<file path="config.mk">
export PLATFORM = sky130hd
export DESIGN_NAME = hex_display_ctrl
export DESIGN_NICKNAME = d
export VERILOG_FILES = /design/src/rtl/hex_display_pkg.sv /design/src/rtl/hex_seg_lut.sv /design/src/rtl/hex_display_ctrl.sv
export SDC_FILE = /design/constraint.sdc
export NUM_CORES = 1
export LEC_CHECK = 0
export BUFFER_PORTS_ARGS = -buffer_cell sky130_fd_sc_hd__buf_2
export CAP_MARGIN = 30
export CORE_MARGIN = 2
export CORE_UTILIZATION = 55
export DETAILED_ROUTE_END_ITERATION = 16
export PLACE_DENSITY = 0.83
export SYNTH_ARGS = -nofsm -noshare
export SYNTH_HDL_FRONTEND = slang
export SYNTH_HIERARCHICAL = 1
export SYNTH_SLANG_ARGS = --single-unit
export TNS_END_PERCENT = 1
</file>
<file path="constraint.sdc">
create_clock -name clk -period 2.5 [get_ports clk]
set_clock_uncertainty 0.1 [all_clocks]
set_input_delay 0.25 -clock clk [delete_from_list [all_inputs] [get_ports clk]]
set_output_delay 0.25 -clock clk [all_outputs]
set_load 0.02 [all_outputs]
</file>
<file path="src/rtl/hex_display_pkg.sv">
// Shared constants for the hex display controller: glyph table, blank pattern
// and a width helper for the scan counters.
package hex_display_pkg;

  // Active-low all-segments-off pattern
  localparam logic [6:0] SEG_OFF = 7'h7F;

  // Active-high {g..a} glyphs for 0-F, b and d in lowercase
  localparam logic [6:0] GLYPH [16] = '{
    7'h3F, 7'h06, 7'h5B, 7'h4F, 7'h66, 7'h6D, 7'h7D, 7'h07,
    7'h7F, 7'h6F, 7'h77, 7'h7C, 7'h39, 7'h5E, 7'h79, 7'h71
  };

  // Bits needed to hold 0..n-1, never less than one
  function automatic int clog2w(input int n);
    int w;
    w = 1;
    while ((1 << w) < n) begin
      w = w + 1;
    end
    return w;
  endfunction

endpackage

</file>
<file path="src/rtl/hex_seg_lut.sv">
// Combinational nibble-to-segment decoder with a dark override and
// selectable output polarity.
module hex_seg_lut
  import hex_display_pkg::*;
#(
  parameter int SEG_ACTIVE_LOW = 1
) (
  input  logic [3:0] nibble,
  input  logic       dark,
  output logic [6:0] seg
);

  // Glyph lookup, polarity applied last so the table stays active-high
  always_comb begin
    seg = SEG_OFF;
    if (dark) begin
      seg = (SEG_ACTIVE_LOW != 0) ? SEG_OFF : ~SEG_OFF;
    end else if (SEG_ACTIVE_LOW != 0) begin
      seg = ~GLYPH[nibble];
    end else begin
      seg = GLYPH[nibble];
    end
  end

endmodule

</file>
<file path="src/rtl/hex_display_ctrl.sv">
// Hex display controller: per-digit static segment outputs or a
// time-multiplexed scan with guard gaps, blanking, blink and zero suppression.
module hex_display_ctrl
  import hex_display_pkg::*;
#(
  parameter int DIGITS         = 8,
  parameter int MULTIPLEXED    = 0,
  parameter int SCAN_DIV       = 16384,
  parameter int GUARD          = 2,
  parameter int BLINK_BITS     = 24,
  parameter int SEG_ACTIVE_LOW = 1
) (
  input  logic                  clk,
  input  logic                  reset_in,
  input  logic [4*DIGITS-1:0]   value_in,
  input  logic                  load,
  input  logic [DIGITS-1:0]     blank_mask,
  input  logic [DIGITS-1:0]     blink_mask,
  input  logic                  lz_blank,
  output logic [7*DIGITS-1:0]   seg_static,
  output logic [6:0]            seg_mux,
  output logic [DIGITS-1:0]     dig_sel,
  output logic                  frame_done
);

  localparam logic [6:0] OFF   = (SEG_ACTIVE_LOW != 0) ? SEG_OFF : ~SEG_OFF;
  localparam int         IDX_W = clog2w(DIGITS);
  localparam int         PRE_W = clog2w(SCAN_DIV);

  logic [4*DIGITS-1:0]   value_r;
  logic [DIGITS-1:0]     blank_r;
  logic [DIGITS-1:0]     blink_r;
  logic [BLINK_BITS-1:0] blink_cnt_r;
  logic [3:0]            nib_s [DIGITS];
  logic [DIGITS-1:0]     dark_s;

  for (genvar g = 0; g < DIGITS; g++) begin : g_nib
    assign nib_s[g] = value_r[4*g +: 4];
  end

  // Captured display content and free-running blink phase
  always_ff @(posedge clk) begin
    if (reset_in) begin
      value_r     <= '0;
      blank_r     <= '0;
      blink_r     <= '0;
      blink_cnt_r <= '0;
    end else begin
      blink_cnt_r <= blink_cnt_r + BLINK_BITS'(1);
      if (load) begin
        value_r <= value_in;
        blank_r <= blank_mask;
        blink_r <= blink_mask;
      end
    end
  end

  // Darkness per digit; run tracks "every digit from the top down to here is zero"
  always_comb begin
    logic run;
    run    = lz_blank;
    dark_s = '0;
    for (int i = DIGITS - 1; i >= 0; i--) begin
      if (i > 0) begin
        run = run & (nib_s[i] == 4'h0);
      end else begin
        run = 1'b0;
      end
      dark_s[i] = blank_r[i] | run | (blink_r[i] & blink_cnt_r[BLINK_BITS-1]);
    end
  end

  if (MULTIPLEXED == 0) begin : g_static
    logic [7*DIGITS-1:0] seg_dec_s;
    logic [7*DIGITS-1:0] seg_static_r;

    for (genvar g = 0; g < DIGITS; g++) begin : g_lut
      hex_seg_lut #(.SEG_ACTIVE_LOW(SEG_ACTIVE_LOW)) u_lut (
        .nibble (nib_s[g]),
        .dark   (dark_s[g]),
        .seg    (seg_dec_s[7*g +: 7])
      );
    end

    // Registered static segment bank
    always_ff @(posedge clk) begin
      if (reset_in) begin
        seg_static_r <= {DIGITS{OFF}};
      end else begin
        seg_static_r <= seg_dec_s;
      end
    end

    assign seg_static = seg_static_r;
    assign seg_mux    = OFF;
    assign dig_sel    = '0;
    assign frame_done = 1'b0;
  end else begin : g_mux
    logic [PRE_W-1:0]  presc_r;
    logic [IDX_W-1:0]  idx_r;
    logic [6:0]        seg_mux_r;
    logic [6:0]        seg_sel_s;
    logic [DIGITS-1:0] dig_sel_r;
    logic [DIGITS-1:0] onehot_s;
    logic              frame_done_r;
    logic [3:0]        sel_nib_s;
    logic              sel_dark_s;

    // Route the currently indexed digit into the single decoder
    always_comb begin
      onehot_s        = '0;
      onehot_s[idx_r] = 1'b1;
      sel_nib_s       = nib_s[idx_r];
      sel_dark_s      = dark_s[idx_r];
    end

    hex_seg_lut #(.SEG_ACTIVE_LOW(SEG_ACTIVE_LOW)) u_lut (
      .nibble (sel_nib_s),
      .dark   (sel_dark_s),
      .seg    (seg_sel_s)
    );

    // Scan prescaler, digit index and guarded select outputs
    always_ff @(posedge clk) begin
      if (reset_in) begin
        presc_r      <= '0;
        idx_r        <= '0;
        seg_mux_r    <= OFF;
        dig_sel_r    <= '0;
        frame_done_r <= 1'b0;
      end else begin
        frame_done_r <= 1'b0;
        if (presc_r == PRE_W'(SCAN_DIV - 1)) begin
          presc_r <= '0;
          if (idx_r == IDX_W'(DIGITS - 1)) begin
            idx_r        <= '0;
            frame_done_r <= 1'b1;
          end else begin
            idx_r <= idx_r + IDX_W'(1);
          end
        end else begin
          presc_r <= presc_r + PRE_W'(1);
        end
        // Selects stay off for the first GUARD cycles of every slot
        if (presc_r >= PRE_W'(GUARD)) begin
          dig_sel_r <= onehot_s;
          seg_mux_r <= seg_sel_s;
        end else begin
          dig_sel_r <= '0;
          seg_mux_r <= OFF;
        end
      end
    end

    assign seg_static = {DIGITS{OFF}};
    assign seg_mux    = seg_mux_r;
    assign dig_sel    = dig_sel_r;
    assign frame_done = frame_done_r;
  end

endmodule
</file>
==> impl_metrics.json <==
{
  "outcome": "finished clean",
  "p_sw_share_pct": 26.5,
  "dp_hpwl_mm": 9.36,
  "maxCapViolations": 0,
  "synth_area_um2": 6640,
  "p_comb_share_pct": 17.1,
  "period_share_pct": 90.4,
  "critPathKind": "flip-flop to flip-flop",
  "async_reset_ff_share_pct": 0,
  "hold_path.class": "input port to flip-flop",
  "fin_nets": 958,
  "p_per_area_nw_per_um2": 678,
  "yosys-top-cells-count": "dfxtp_1 (128), nor2_1 (84), mux2i_1 (65)",
  "p_leak_nw": 3.60,
  "wirelength_mm": 14.5,
  "synth_cell_types": 50,
  "gp_congestion": 0.905,
  "drt_pass1_iterations": 4,
  "wl_per_cell_um": 14.3,
  "drc": 0,
  "rr_startpoint": "value_r[22]",
  "path_clk_slew_ps": 60,
  "synthTopCellsByArea": "dfxtp_1 (39%), mux2i_1 (9.8%), ha_1 (9.2%)",
  "grt_pass1_wl_mm": 23.6,
  "root_buffer": "clkbuf_16",
  "whs_path_depth": 3,
  "die-area_um2": 13000,
  "n_antenna_cell": 0,
  "fp-row-count": 40,
  "grtUsageTotal_pct": 22.8,
  "numPortBuffers": 107,
  "ir_worst_vdd_v": 0.000435,
  "slew_violations": 0,
  "r2r-end": "seg_static[18]",
  "worst_setup_path_end_kind": "flip-flop",
  "antenna_found_initial": 0,
  "required_ps": 2700,
  "clk_path_buf_depth": 2,
  "drt_iter0_markers": 366,
  "cp_cell_sequence": "nor4_1 > and4b_1 > and3_1 > a221o_1 > a311o_1 > or2_2",
  "drive_above_1_share_pct": 26.5,
  "syn_inst": 708,
  "setup_tns_ps": 0,
  "gr-total-overflow": 0,
  "cp_data_arrival_time_ps": 2460,
  "cts_made_buffers": 17,
  "tritoncts": "yes",
  "die_x_um": 114,
  "vias": 5380,
  "yosysTopAreaCellShare_pct": 38.6,
  "p_switching_mw": 1.48,
  "avgSynthCellArea_um2": 9.38,
  "min_delay_worst_endpoint": "blank_r[3]",
  "crit_fanout": 9,
  "core_region_area_um2": 11900,
  "clockPowerShare_pct": 42.1,
  "cts_setup_buffers": 0,
  "initial_core_util_pct": 55.7,
  "ys_ff_latch": 128,
  "p_int_mw": 4.10,
  "setup.worst_path.start_class": "flip-flop",
  "rsz0062_at_grt": "no",
  "reg2reg_depth": 6,
  "dieHeight_um": 114,
  "critPathBufInv": 0,
  "postPlaceCellArea_um2": 7250,
  "crit_start": "value_r[22]",
  "fin_area_um2": 8220,
  "ys_warn_count": 6,
  "synth_edf_count": 0,
  "min_period_ps": 2260,
  "hp-start": "blank_mask[3]",
  "synth_ff_type": "dfxtp_1",
  "slowest_stage": "dfxtp_1",
  "grt_pass1_vias": 5180,
  "yosys.area.top_type": "dfxtp_1",
  "cts_max_level": 4,
  "timing.reg2reg.setup_slack_ps": 240,
  "seqPwrFrac_pct": 40.8,
  "setup_viol": 0,
  "total_power_mw": 5.57,
  "yosysMostFrequentCell": "dfxtp_1",
  "io_pins": 124,
  "timing.fmax_mhz": 443,
  "clk_latency_ps": 420,
  "hold_slack_ps": 7.36,
  "path_delay_family": "simple AND/OR/NAND/NOR gates",
  "cts_sinks": 128,
  "fin_util_pct": 69.0,
  "cp_slowest_stage_delay_ps": 500,
  "routed_via_density": 5.30,
  "finalHoldViolCount": 0,
  "area.growth.synth_to_final_pct": 23.8,
  "drtAntennaViolNets": 0,
  "yosysSeqAreaShare_pct": 38.6,
  "grt_start_max_net_pins": 47,
  "worstMarginPinSlew_ps": 604,
  "relSlewSlack_pct": 59.7
}
==> worst register-to-register path, stage by stage, from the launching register on <==
cell,delay (ps)
dfxtp_1,500
nor4_1,90
and4b_1,240
and3_1,210
a221o_1,400
a311o_1,330
or2_2,270
==> layout make-up <==
| class | count | area (um^2) |
|---|---|---|
| Inverter | 37 | 139 |
| Clock buffer | 19 | 443 |
| Tap cell | 147 | 184 |
| Fill cell | 886 | 3690 |
| Multi-Input combinational cell | 509 | 3690 |
| Sequential cell | 128 | 2560 |
| Timing Repair Buffer | 164 | 1080 |
| Clock inverter | 12 | 119 |
==> flip-flops by register name, summed over array words and instances (netlist names) <==
signal,cells
seg_static,56
value_r,32
blink_cnt_r,24
blank_r,8
blink_r,8
==> layer usage <==
layer	wire length (um)	part of all wire (%)	global-route usage [%]	up-vias
met5	0	0	0	-
met4	389	2.7	10.5	0
met3	695	4.8	6.00	31
met2	7310	50	39.8	141
met1	6150	42	26.1	2456
li1	-	-	-	2752
==> per-stage QoR <==
stage,setup WS (ps),instances
3_3_place_gp,272,944
2_1_floorplan,405,722
3_5_place_dp,262,944
4_1_cts,250,1016
6_report,241,1016
5_1_grt,130,1016
==> how the worst max path moves through the flow <==
stage | endpoint | slack [ps] | cells after the start
4_1_cts | seg_static[18] | 250 | 6
3_5_place_dp | seg_static[18] | 260 | 6
2_1_floorplan | seg_static[18] | 410 | 6
5_1_grt | seg_static[15] | 130 | 7
3_3_place_gp | seg_static[18] | 270 | 6
6_report | seg_static[18] | 240 | 6
==> kinds of logic after synthesis <==
kind of cell	share of synthesized area (%)
DFF	38.6
muxes	11.7
adders and majority gates	9.23
AOI/OAI and AO/OA	12.5
xor gates and xnor gates	1.58
and+or+nand+nor	19.8
other	0.113
buffers and inverters	6.60
==> layout by cell type (no fill, tap or decap), types with 8 or more instances in the layout <==
cell type	synthesis	layout
a221o_1	17	17
nor3_1	15	15
nor2_1	84	84
a211oi_1	9	9
buf_2	5	106
nor2b_1	11	11
mux2i_1	65	65
clkbuf_16	0	17
o211ai_1	14	14
buf_4	16	16
a31oi_1	8	8
conb_1	2	16
ha_1	49	49
a21boi_0	8	8
a311o_1	8	8
nand3_1	14	14
nor4_1	10	10
dfxtp_1	128	128
or2_2	56	56
nand2b_1	8	8
dlygate4sd3_1	0	41
inv_1	30	30
o21ai_0	24	24
==> what timing repair did <==
item                                   CTS  global route
endpoints found under the hold margin   41             0
hold buffers                            41             0
gates resized for setup                  0             0
==> power by group through the flow <==
stage | logic [mW] | clock network (mW) | registers, mW
6_report | 0.954 | 2.34 | 2.28
5_1_grt | 1.05 | 2.47 | 2.29
4_1_cts | 0.947 | 2.39 | 2.27
3_5_place_dp | 0.887 | 0 | 2.31
3_3_place_gp | 0.872 | 0 | 2.31
2_1_floorplan | 0.547 | 0 | 2.43
Power figures use the tool's default switching activity.
